[src/rtl/hilo_acc_pkg.sv]
// Shared defines for the HI/LO accumulator: operation encodings, default width
// and the zero-word constant used for reset values.
package hilo_acc_pkg;

    localparam int HILO_WIDTH = 32;

    localparam logic [HILO_WIDTH-1:0] HILO_ZERO = '0;

    typedef enum logic [1:0] {
        OP_WRITE = 2'b00,
        OP_MADD  = 2'b01,
        OP_MSUB  = 2'b10,
        OP_RSVD  = 2'b11
    } op_mode_e;

endpackage

[src/rtl/hilo_addsub.sv]
// WIDTH-bit adder/subtractor with carry/borrow in and out; one instance per
// half of the HI/LO pair.
module hilo_addsub #(
    parameter int WIDTH = 32
) (
    input  logic [WIDTH-1:0] a,
    input  logic [WIDTH-1:0] b,
    input  logic             cin,
    input  logic             sub,
    output logic [WIDTH-1:0] y,
    output logic             cout
);

    logic [WIDTH:0] ext;

    // In subtract mode cin/cout act as borrow: a negative result sets the top bit.
    always_comb begin
        ext = '0;
        if (sub)
            ext = {1'b0, a} - {1'b0, b} - {{WIDTH{1'b0}}, cin};
        else
            ext = {1'b0, a} + {1'b0, b} + {{WIDTH{1'b0}}, cin};
        y    = ext[WIDTH-1:0];
        cout = ext[WIDTH];
    end

endmodule

[src/rtl/hilo_acc.sv]
// HI/LO register pair with direct writes and two-cycle MADD/MSUB accumulation.
// Optional macro HILO_BYPASS_EN forwards accepted write data to hi_o/lo_o.
import hilo_acc_pkg::*;

module hilo_acc #(
    parameter int WIDTH = HILO_WIDTH
) (
    input  logic             clk,
    input  logic             rst,
    input  logic             op_valid,
    output logic             op_ready,
    input  logic [1:0]       op_mode,
    input  logic             hi_we,
    input  logic             lo_we,
    input  logic [WIDTH-1:0] hi_i,
    input  logic [WIDTH-1:0] lo_i,
    output logic [WIDTH-1:0] hi_o,
    output logic [WIDTH-1:0] lo_o,
    output logic             done
);

    localparam logic [0:0] ST_IDLE   = 1'b0;
    localparam logic [0:0] ST_ACC_HI = 1'b1;

    logic [0:0]       state;
    logic [WIDTH-1:0] hi_q;
    logic [WIDTH-1:0] lo_q;
    logic [WIDTH-1:0] hi_opnd;
    logic             carry_q;
    logic             sub_q;
    logic [WIDTH-1:0] lo_y;
    logic             lo_cout;
    logic [WIDTH-1:0] hi_y;
    logic             hi_cout_unused;

    assign op_ready = (state == ST_IDLE);

    hilo_addsub #(.WIDTH(WIDTH)) u_lo (
        .a    (lo_q),
        .b    (lo_i),
        .cin  (1'b0),
        .sub  (op_mode == OP_MSUB),
        .y    (lo_y),
        .cout (lo_cout)
    );

    // The HI half consumes the operand, carry/borrow and direction latched at accept.
    hilo_addsub #(.WIDTH(WIDTH)) u_hi (
        .a    (hi_q),
        .b    (hi_opnd),
        .cin  (carry_q),
        .sub  (sub_q),
        .y    (hi_y),
        .cout (hi_cout_unused)
    );

    always_ff @(posedge clk) begin
        if (rst) begin
            state   <= ST_IDLE;
            hi_q    <= WIDTH'(HILO_ZERO);
            lo_q    <= WIDTH'(HILO_ZERO);
            hi_opnd <= WIDTH'(HILO_ZERO);
            carry_q <= 1'b0;
            sub_q   <= 1'b0;
            done    <= 1'b0;
        end else begin
            done <= 1'b0;
            case (state)
                ST_IDLE: begin
                    if (op_valid) begin
                        case (op_mode)
                            OP_WRITE: begin
                                if (hi_we) hi_q <= hi_i;
                                if (lo_we) lo_q <= lo_i;
                            end
                            OP_MADD, OP_MSUB: begin
                                lo_q    <= lo_y;
                                carry_q <= lo_cout;
                                hi_opnd <= hi_i;
                                sub_q   <= (op_mode == OP_MSUB);
                                state   <= ST_ACC_HI;
                            end
                            default: ;
                        endcase
                    end
                end
                ST_ACC_HI: begin
                    hi_q  <= hi_y;
                    done  <= 1'b1;
                    state <= ST_IDLE;
                end
                default: state <= ST_IDLE;
            endcase
        end
    end

`ifdef HILO_BYPASS_EN
    logic wr_accept;
    assign wr_accept = op_valid && op_ready && (op_mode == OP_WRITE);
    assign hi_o = (wr_accept && hi_we) ? hi_i : hi_q;
    assign lo_o = (wr_accept && lo_we) ? lo_i : lo_q;
`else
    assign hi_o = hi_q;
    assign lo_o = lo_q;
`endif

endmodule

[config.mk]
export PLATFORM = sky130hd
export DESIGN_NAME = hilo_acc
export DESIGN_NICKNAME = d
export VERILOG_FILES = /design/src/rtl/hilo_acc_pkg.sv /design/src/rtl/hilo_addsub.sv /design/src/rtl/hilo_acc.sv
export SDC_FILE = /design/constraint.sdc
export NUM_CORES = 1
export LEC_CHECK = 0
export ABC_CLOCK_PERIOD_IN_PS = 7400
export CORE_MARGIN = 4
export CORE_UTILIZATION = 60
export CTS_BUF_LIST = sky130_fd_sc_hd__clkbuf_8
export CTS_CLUSTER_DIAMETER = 60
export DETAILED_ROUTE_END_ITERATION = 12
export DONT_BUFFER_PORTS = 1
export MAX_ROUTING_LAYER = met4
export PLACE_DENSITY = 0.76
export REMOVE_ABC_BUFFERS = 1
export SLEW_MARGIN = 20
export SYNTH_ARGS = -nofsm -noshare
export SYNTH_HDL_FRONTEND = slang
export SYNTH_SLANG_ARGS = --single-unit
[constraint.sdc]
create_clock -name clk -period 7.4 [get_ports clk]
set_input_delay 1.48 -clock clk [delete_from_list [all_inputs] [get_ports clk]]
set_output_delay 1.48 -clock clk [all_outputs]
set_load 0.03 [all_outputs]
# [Word-level counts from Yosys, hierarchy flattened]
# Index checks and enable logic that the tools add are counted.
[totals] reg_bits=100 inputBits=71 out_inout_bits=66 wordCells=38
[classes] add_sub_neg=6 n_eq_ne=6 muxes=12 bitwise=1 n_reduce_logical=6
[ops] cell="$mux 32" count=5
[ops] cell="$pmux 32 s2" count=2
[ops] cell="$add 32x32->33" count=1
[ops] cell="$mux 33" count=1
[ops] cell="$sub 32x32->33" count=1
[ops] cell="$add 32x1->32" count=1
[ops] cell="$add 32x32->32" count=1
[ops] cell="$sub 32x1->32" count=1
[ops] cell="$sub 32x32->32" count=1
[ops] cell="$reduce_and 3->1" count=2
[ops] cell="$ne 2x1->1 const B" count=2
[ops] cell="$ne 2x2->1 const B" count=2
[ops] cell="$reduce_and 4->1" count=1
[ops] cell="$mux 1" count=3
[ops] cell="$eq 2x1->1 const B" count=1
[ops] cell="$eq 2x2->1 const B" count=1
[ops] cell="$logic_not 2->1" count=1
[ops] cell="$pmux 1 s2" count=1
[ops] cell="$reduce_bool 2->1" count=1
[ops] cell="$reduce_or 2->1" count=1
[ops] cell="$not 1->1" count=1

# [Longest topological paths before layout]
# Gate-level depths: netlist (run 1).
[logic_depth] word_depth=5 depth_mapped=18

# [Modules after synthesis]
# A second synthesis (run 1) with hierarchy kept.
[unflattened] hier_cells=1733 area_unflattened_um2=13130.1
[by_module_without_submodules] module="hilo_addsub at u_hi" instances=1 cells_each=660 area_each_um2=4589.4 seq_area_each_um2=0.0
[by_module_without_submodules] module="hilo_addsub at u_lo" instances=1 cells_each=656 area_each_um2=4388.0 seq_area_each_um2=0.0
[by_module_without_submodules] module="hilo_acc" instances=1 cells_each=417 area_each_um2=4152.7 seq_area_each_um2=2001.9

# [Least setup slack after synthesis (run 1)]
# Ideal clock, no wire load.
[synth_path] path_type="input port to flip-flop" from="in lo_i[10]" to="reg carry_q" arrival_ns=4.805 slack_ns=2.503 stages=16 path_cell_list="or4_4 > nor4_4 > nor4b_4 > a31o_2 > xnor2_1 > ha_1 > clkbuf_1 > a21o_1 > a21o_1 > a21oi_1 > o21ai_0 > a31oi_4 > o21ai_1 > a221oi_2 > mux2i_1 > nor4_1"
[synth_between] elab_chain_len=2 word_cells_on_any_way=3 classes_between="add/sub: 2; mux: 1"
[synth_lines] element="start, declared" line="hilo_acc.sv:16" rtl="input logic [WIDTH-1:0] lo_i,"
[synth_lines] element="$add 32x32->33 / $sub 32x32->33 (equally long branches)" line="hilo_addsub.sv:22, hilo_addsub.sv:20"
[synth_lines] element="$mux 33 (*)" line="hilo_addsub.sv:19" rtl="if (sub)"
[synth_lines] element="end signal, assigned" line="hilo_acc.sv:78" rtl="carry_q <= lo_cout;"
[synth_lines] element="end, declared" line="hilo_acc.sv:29" rtl="logic carry_q;"
# Mark *: on every way between the ends. The rest lies on a longest branch, timed or not.
# A chain may end at the register's enable or synchronous reset.

# [Final worst setup path (run 1)]
[layout_path] from="in lo_i[2]" to="reg carry_q"
# Same word-level chain as after synthesis.

==> results of run 1 <==
==> state kept, by name, indices dropped and copies added (netlist names) <==
register	cells
carry_q	1
done	1
hi_o	32
hi_opnd	32
lo_o	32
state	1
sub_q	1
==> through the flow <==
stage                     cells  hold slack [ns]  worst slack [ns]  total power [mW]
after detailed placement   1561           0.4641             1.887             1.511
final                      1577           0.4717             2.322             1.944
after CTS                  1577           0.4782             2.287             1.940
after global placement     1561           0.4546             1.967             1.503
after floorplan            1331           0.4428             2.512             1.336
after global routing       1577           0.4957             1.909             2.072
==> cell usage after synthesis (all sizes together), types with 21 or more instances <==
| cell type | count | share of area [%] |
|---|---|---|
| mux2i | 22 | 2.1 |
| o21ai | 85 | 4.2 |
| nand2 | 146 | 5.3 |
| a21oi | 174 | 8.4 |
| o21bai | 21 | 1.5 |
| nand3 | 21 | 1.0 |
| clkbuf | 54 | 1.9 |
| a21o | 27 | 1.9 |
| nor2 | 87 | 3.1 |
| inv | 122 | 4.4 |
| xnor2 | 87 | 7.3 |
| nor3 | 34 | 1.7 |
| ha | 125 | 15 |
| a211oi | 22 | 1.7 |
| dfxtp | 100 | 19 |
| a31oi | 24 | 1.6 |
==> tightest hold or removal path: stages, from the launching register on <==
cell	delay [ns]
dfxtp_1	0.33
nand2_1	0.05
a21oi_1	0.05
==> layout make-up <==
cell class | count | area [µm²]
Clock inverter | 4 | 71.32
Timing Repair Buffer | 10 | 75.07
Inverter | 123 | 461.7
Fill cell | 1562 | 6022
Sequential cell | 100 | 2002
Multi-Input combinational cell | 1108 | 7746
Tap cell | 220 | 275.3
Clock buffer | 12 | 165.2
==> where the power goes <==
part	switching, mW	internal [mW]
clock	0.209	0.217
sequential	0.0901	0.574
combinational	0.496	0.358
==> routing by layer <==
metal | up-vias | wire length, µm | track usage, %
met2 | 384 | 13740 | 49.38
met4 | 0 | 775 | 10.15
met3 | 55 | 2416 | 6.038
met5 | - | 0 | -
li1 | 4912 | - | -
met1 | 4630 | 12410 | 36.19
==> logic make-up (layout without fill, tap and decap cells) <==
logic type                 after synthesis  count (layout)  share of synthesized area [%]
adders and majority gates              130             130                          15.96
DFF                                    100             100                          19.20
buffers and inverters                  182             149                          6.624
xor gates and xnor gates               103             103                          8.652
AOI/OAI and AO/OA                      471             471                          29.74
and+or+nand+nor                        380             380                          17.50
muxes                                   24              24                          2.328
==> worst paths after layout <==
kind / start / to / slack, ns / cells past startpoint
worst max-delay path: lo_i[2] / carry_q / 2.32 / 16
worst min register to register: hi_opnd[31] / hi_opnd[31] / 0.47 / 2
worst max register to register: hi_o[0] / hi_o[31] / 3.69 / 13
worst min-delay path: hi_opnd[31] / hi_opnd[31] / 0.47 / 2
==> flow_metrics.tcl, run 1 <==
set metrics [dict create \
    powerDensity_mw_per_mm2 180.0 \
    hpwl_um 21690 \
    peakVddDrop_uv 117.8 \
    yosys_warnings 0 \
    grt_max_degree 84 \
    crit_chain "nor2_1, nand3_1, nor3_1, nand2_1, nor2_1, a21oi_1, xnor2_1, ha_1, a21o_1, a21oi_1, o21ai_0, a31oi_4, o21ai_1, a221oi_2, mux2i_1, nor4_1" \
    synth_edf_count 0 \
    grt_pass1_wl_um 47410 \
    cts_sinks 100 \
    finalSetupViolCount 0 \
    htree_num_levels 3 \
    mostFrequentLayoutCell "a21oi_1" \
    cp.required_ns 7.70 \
    routedWlPerCell_um 18.61 \
    rsz0062_at_grt "no" \
    crit_arrival_ns 5.38 \
    core-area_mm2 0.01682 \
    critical_path_class "in -> reg" \
    post-route-period-util_pct 68.62 \
    slew_viol_final 0 \
    numCtsBuffers 9 \
    io_pins 137 \
    port_buffers 0 \
    track_usage_pct 29.80 \
    hold_viol_final 0 \
    cts_resized 0 \
    syn_area_per_cell_um2 7.501 \
    routed_wl_um 29340 \
    skew_ns 0.01453 \
    vias 9981 \
    area_delta_synth_final_pct 3.552 \
    cts_root_buf "clkbuf_8" \
    cts_tree "done" \
    path_max_fanout 7 \
    postCtsSetupBuffers 0 \
    hold_path.class "reg -> reg" \
    synth_seq_cells 100 \
    holdBufCountCts 0 \
    outcome "completed" \
    slowest_delay_ns 0.63 \
    grt_pass1_vias 9505 \
    async_reset_ff_share_pct 0 \
    drive_above_1_share_pct 4.790 \
    drt_iter0_markers 693 \
    clk_pin_slew_ns 0.11 \
    clock_latency_ns 0.39 \
    die-area_mm2 0.01955 \
    grt-ovfl-total 0 \
    crit_family "simple AND/OR/NAND/NOR gates" \
    post-route-drc-count 0 \
    syn_area_mm2 0.01043 \
    yosysSeqAreaShare_pct 19.20 \
    antenna_left 0 \
    fmax_ghz 0.1969 \
    final_nets 1553 \
    final.setup.tns_ns 0 \
    via_per_inst 6.329 \
    drv_cap 0 \
    die_w_um 139.8 \
    synth_cell_types 87 \
    cts_buffer_depth 2 \
    worst_pin_slew_ns 1.158 \
    row_count 47 \
    place_congestion 0.9762 \
    critPathBufInv 0 \
    slew_headroom_pct 22.53 \
    antenna_cells 0 \
    dr.pass1.iters 7 \
    syn_inst 1390 \
    initial_core_util_pct 61.99 \
    min_period_ns 5.078 \
    crit_path_top_delay_cell "nor3_1" \
    ys.flop_type "dfxtp_1" \
    leakagePower_nw 4.543 \
    postLayoutCoreUtil_pct 64.19 \
    layout_common_cells "a21oi_1, nand2_1, ha_1, inv_1, dfxtp_1" \
    design_area_mm2 0.01080 \
    antenna_found_initial 0 \
    die_h_um 139.8 \
    place_area_mm2 0.01055 \
    cp-end-kind "flop" \
    startpoint_type "input pin" \
]
Power figures use the tool's default switching activity.
==> run 2: changes to the inputs <==
Settings changed: ABC_CLOCK_PERIOD_IN_PS 7400 to 4500, PLACE_DENSITY 0.76 to 0.79.
Clock period 7.4 ns to 4.5 ns, I/O delays scaled along.
==> run 2 against run 1 <==
Compared with the run above:
- flip-flop and latch count stayed put
- utilization is 0.83 points higher
- cell count is 1.6% higher
- critical path type unchanged
- register-to-register slack worse by 3.0 ns
==> flow_metrics.tcl, run 2 (synthesized netlist as in run 1, its figures left out) <==
set metrics [dict create \
    postCtsSetupBuffers 0 \
    drive_above_1_share_pct 6.585 \
    critPathLaunch "lo_i[10]" \
    post-route-period-util_pct 91.05 \
    die_h_um 139.8 \
    final.setup.tns_ns 0 \
    via_per_inst 6.341 \
    hold_path.class "reg -> reg" \
    port_buffers 0 \
    fin_cells 1602 \
    pre_cts_slack_ns 0.02519 \
    critical_path_class "in -> reg" \
    cts_sinks 100 \
    startpoint_type "input pin" \
    grt-ovfl-total 0 \
    finalSetupViolCount 0 \
    timing.final.ws_setup_ns 0.4029 \
    final_nets 1578 \
    hold_viol_final 0 \
    holdBufCountCts 0 \
    dr.pass1.iters 5 \
    vias 10160 \
    die-area_mm2 0.01955 \
    cts_buffer_depth 2 \
    seqPwrFrac_pct 34.8 \
    fillers 1500 \
    skew_ns 0.02155 \
    drv_cap 0 \
    clockPowerShare_pct 19.3 \
    layout_common_cells "a21oi_1, nand2_1, ha_1, inv_1, dfxtp_1" \
    p_comb_share_pct 45.9 \
    whs_path_depth 2 \
    core-area_mm2 0.01682 \
    critPathCapture "carry_q" \
    cts_resized 0 \
    htree_num_levels 3 \
    cts_root_buf "clkbuf_8" \
    peakVddDrop_uv 174.1 \
    initial_core_util_pct 61.99 \
    finalPower_mw 3.141 \
    postLayoutCoreUtil_pct 65.03 \
    io_pins 137 \
    power.switching_mw 1.353 \
    cp.required_ns 4.82 \
    clk_pin_slew_ns 0.11 \
    outcome "completed" \
    cp-end-kind "flop" \
    antenna_cells 0 \
    fmax_ghz 0.2441 \
    die_w_um 139.8 \
    drt_iter0_markers 738 \
    antenna_found_initial 0 \
    slew_headroom_pct 33.59 \
    leakagePower_nw 4.645 \
    design_area_mm2 0.01094 \
    grt_pass1_wl_um 48990 \
    numCtsBuffers 9 \
    powerDensity_mw_per_mm2 287.2 \
    hpwl_um 22550 \
    area_delta_synth_final_pct 4.896 \
    worstReg2RegStart "hi_o[18]" \
    dpl.cell_count 1586 \
    rr_worst_depth 13 \
    row_count 47 \
    rsz0062_at_grt "no" \
    min_period_ns 4.097 \
    path_max_fanout 7 \
    grt_pass1_vias 9770 \
    clock_latency_ns 0.41 \
    min_from "hi_opnd[31]" \
    routedWlPerCell_um 18.55 \
    place_area_mm2 0.01074 \
    track_usage_pct 30.85 \
    cts_tree "done" \
    place_congestion 0.9855 \
    worst_pin_slew_ns 0.9961 \
    mostFrequentLayoutCell "a21oi_1" \
    worstReg2RegEnd "hi_o[31]" \
    grt_max_degree 84 \
    antenna_left 0 \
    switching_share_pct 43.07 \
    slew_viol_final 0 \
    post-route-drc-count 0 \
    holdWs_ns 0.4675 \
    p_int_mw 1.788 \
    routed_wl_um 29710 \
    crit_arrival_ns 4.42 \
    r2r_slack_ns 0.68 \
]
==> run 2: changes by cell type in the layout (fill, tap and decap cells not counted), sizes merged <==
cell	change
buf	+25
clkinv	+3
bufinv	-2
clkbuf	-2
inv	+2
clkinvlp	-1
==> run 2: worst min path at each step <==
stage	endpoint	slack [ns]
floorplan	hi_opnd[31]	0.44
global route	hi_opnd[31]	0.49
detailed placement	hi_opnd[31]	0.45
finish	hi_opnd[31]	0.47
CTS	hi_opnd[31]	0.47
global placement	hi_opnd[31]	0.45
==> run 2: critical path, cell delays in order <==
cell	delay, ns
or4_4	0.55
nor4_4	0.18
nor4b_4	0.29
a31o_2	0.31
xnor2_1	0.14
ha_1	0.27
a21o_1	0.20
a21o_1	0.17
a21oi_1	0.14
o21ai_0	0.19
a31oi_4	0.21
o21ai_1	0.15
a221oi_2	0.33
mux2i_1	0.12
nor4_1	0.26
==> run 2: metal layers <==
layer / vias to the layer above / global-route usage (%) / share of wire, % / wire (µm)
li1: 4950 / - / - / -
met1: 4789 / 37.31 / 41 / 12220
met2: 378 / 50.87 / 47 / 14110
met3: 41 / 8.714 / 9.6 / 2863
met4: 0 / 7.751 / 1.7 / 518
met5: - / - / 0 / 0
==> run 2: power groups by stage <==
stage | Clock [mW] | Sequential [mW] | Combinational (mW)
2_1_floorplan | 0 | 1.09 | 1.11
3_3_place_gp | 0 | 1.11 | 1.39
3_5_place_dp | 0 | 1.11 | 1.41
4_1_cts | 0.623 | 1.09 | 1.42
5_1_grt | 0.652 | 1.10 | 1.60
6_report | 0.606 | 1.09 | 1.44
==> run 2: cell type report <==
class,instances,area (µm²),share of cell area [%]
Timing Repair Buffer,35,262.8,2.402
Inverter,123,461.7,4.222
Clock inverter,6,55.05,0.5034
Tap cell,220,275.3,2.517
Clock buffer,10,137.6,1.258
Multi-Input combinational cell,1108,7742,70.79
Sequential cell,100,2002,18.30
==> run 3: changes to the inputs <==
Settings changed: CTS_CLUSTER_DIAMETER 60 to 150.
==> results of run 3 <==
No change in the layout: final DEF, timing and power equal those of run 2.
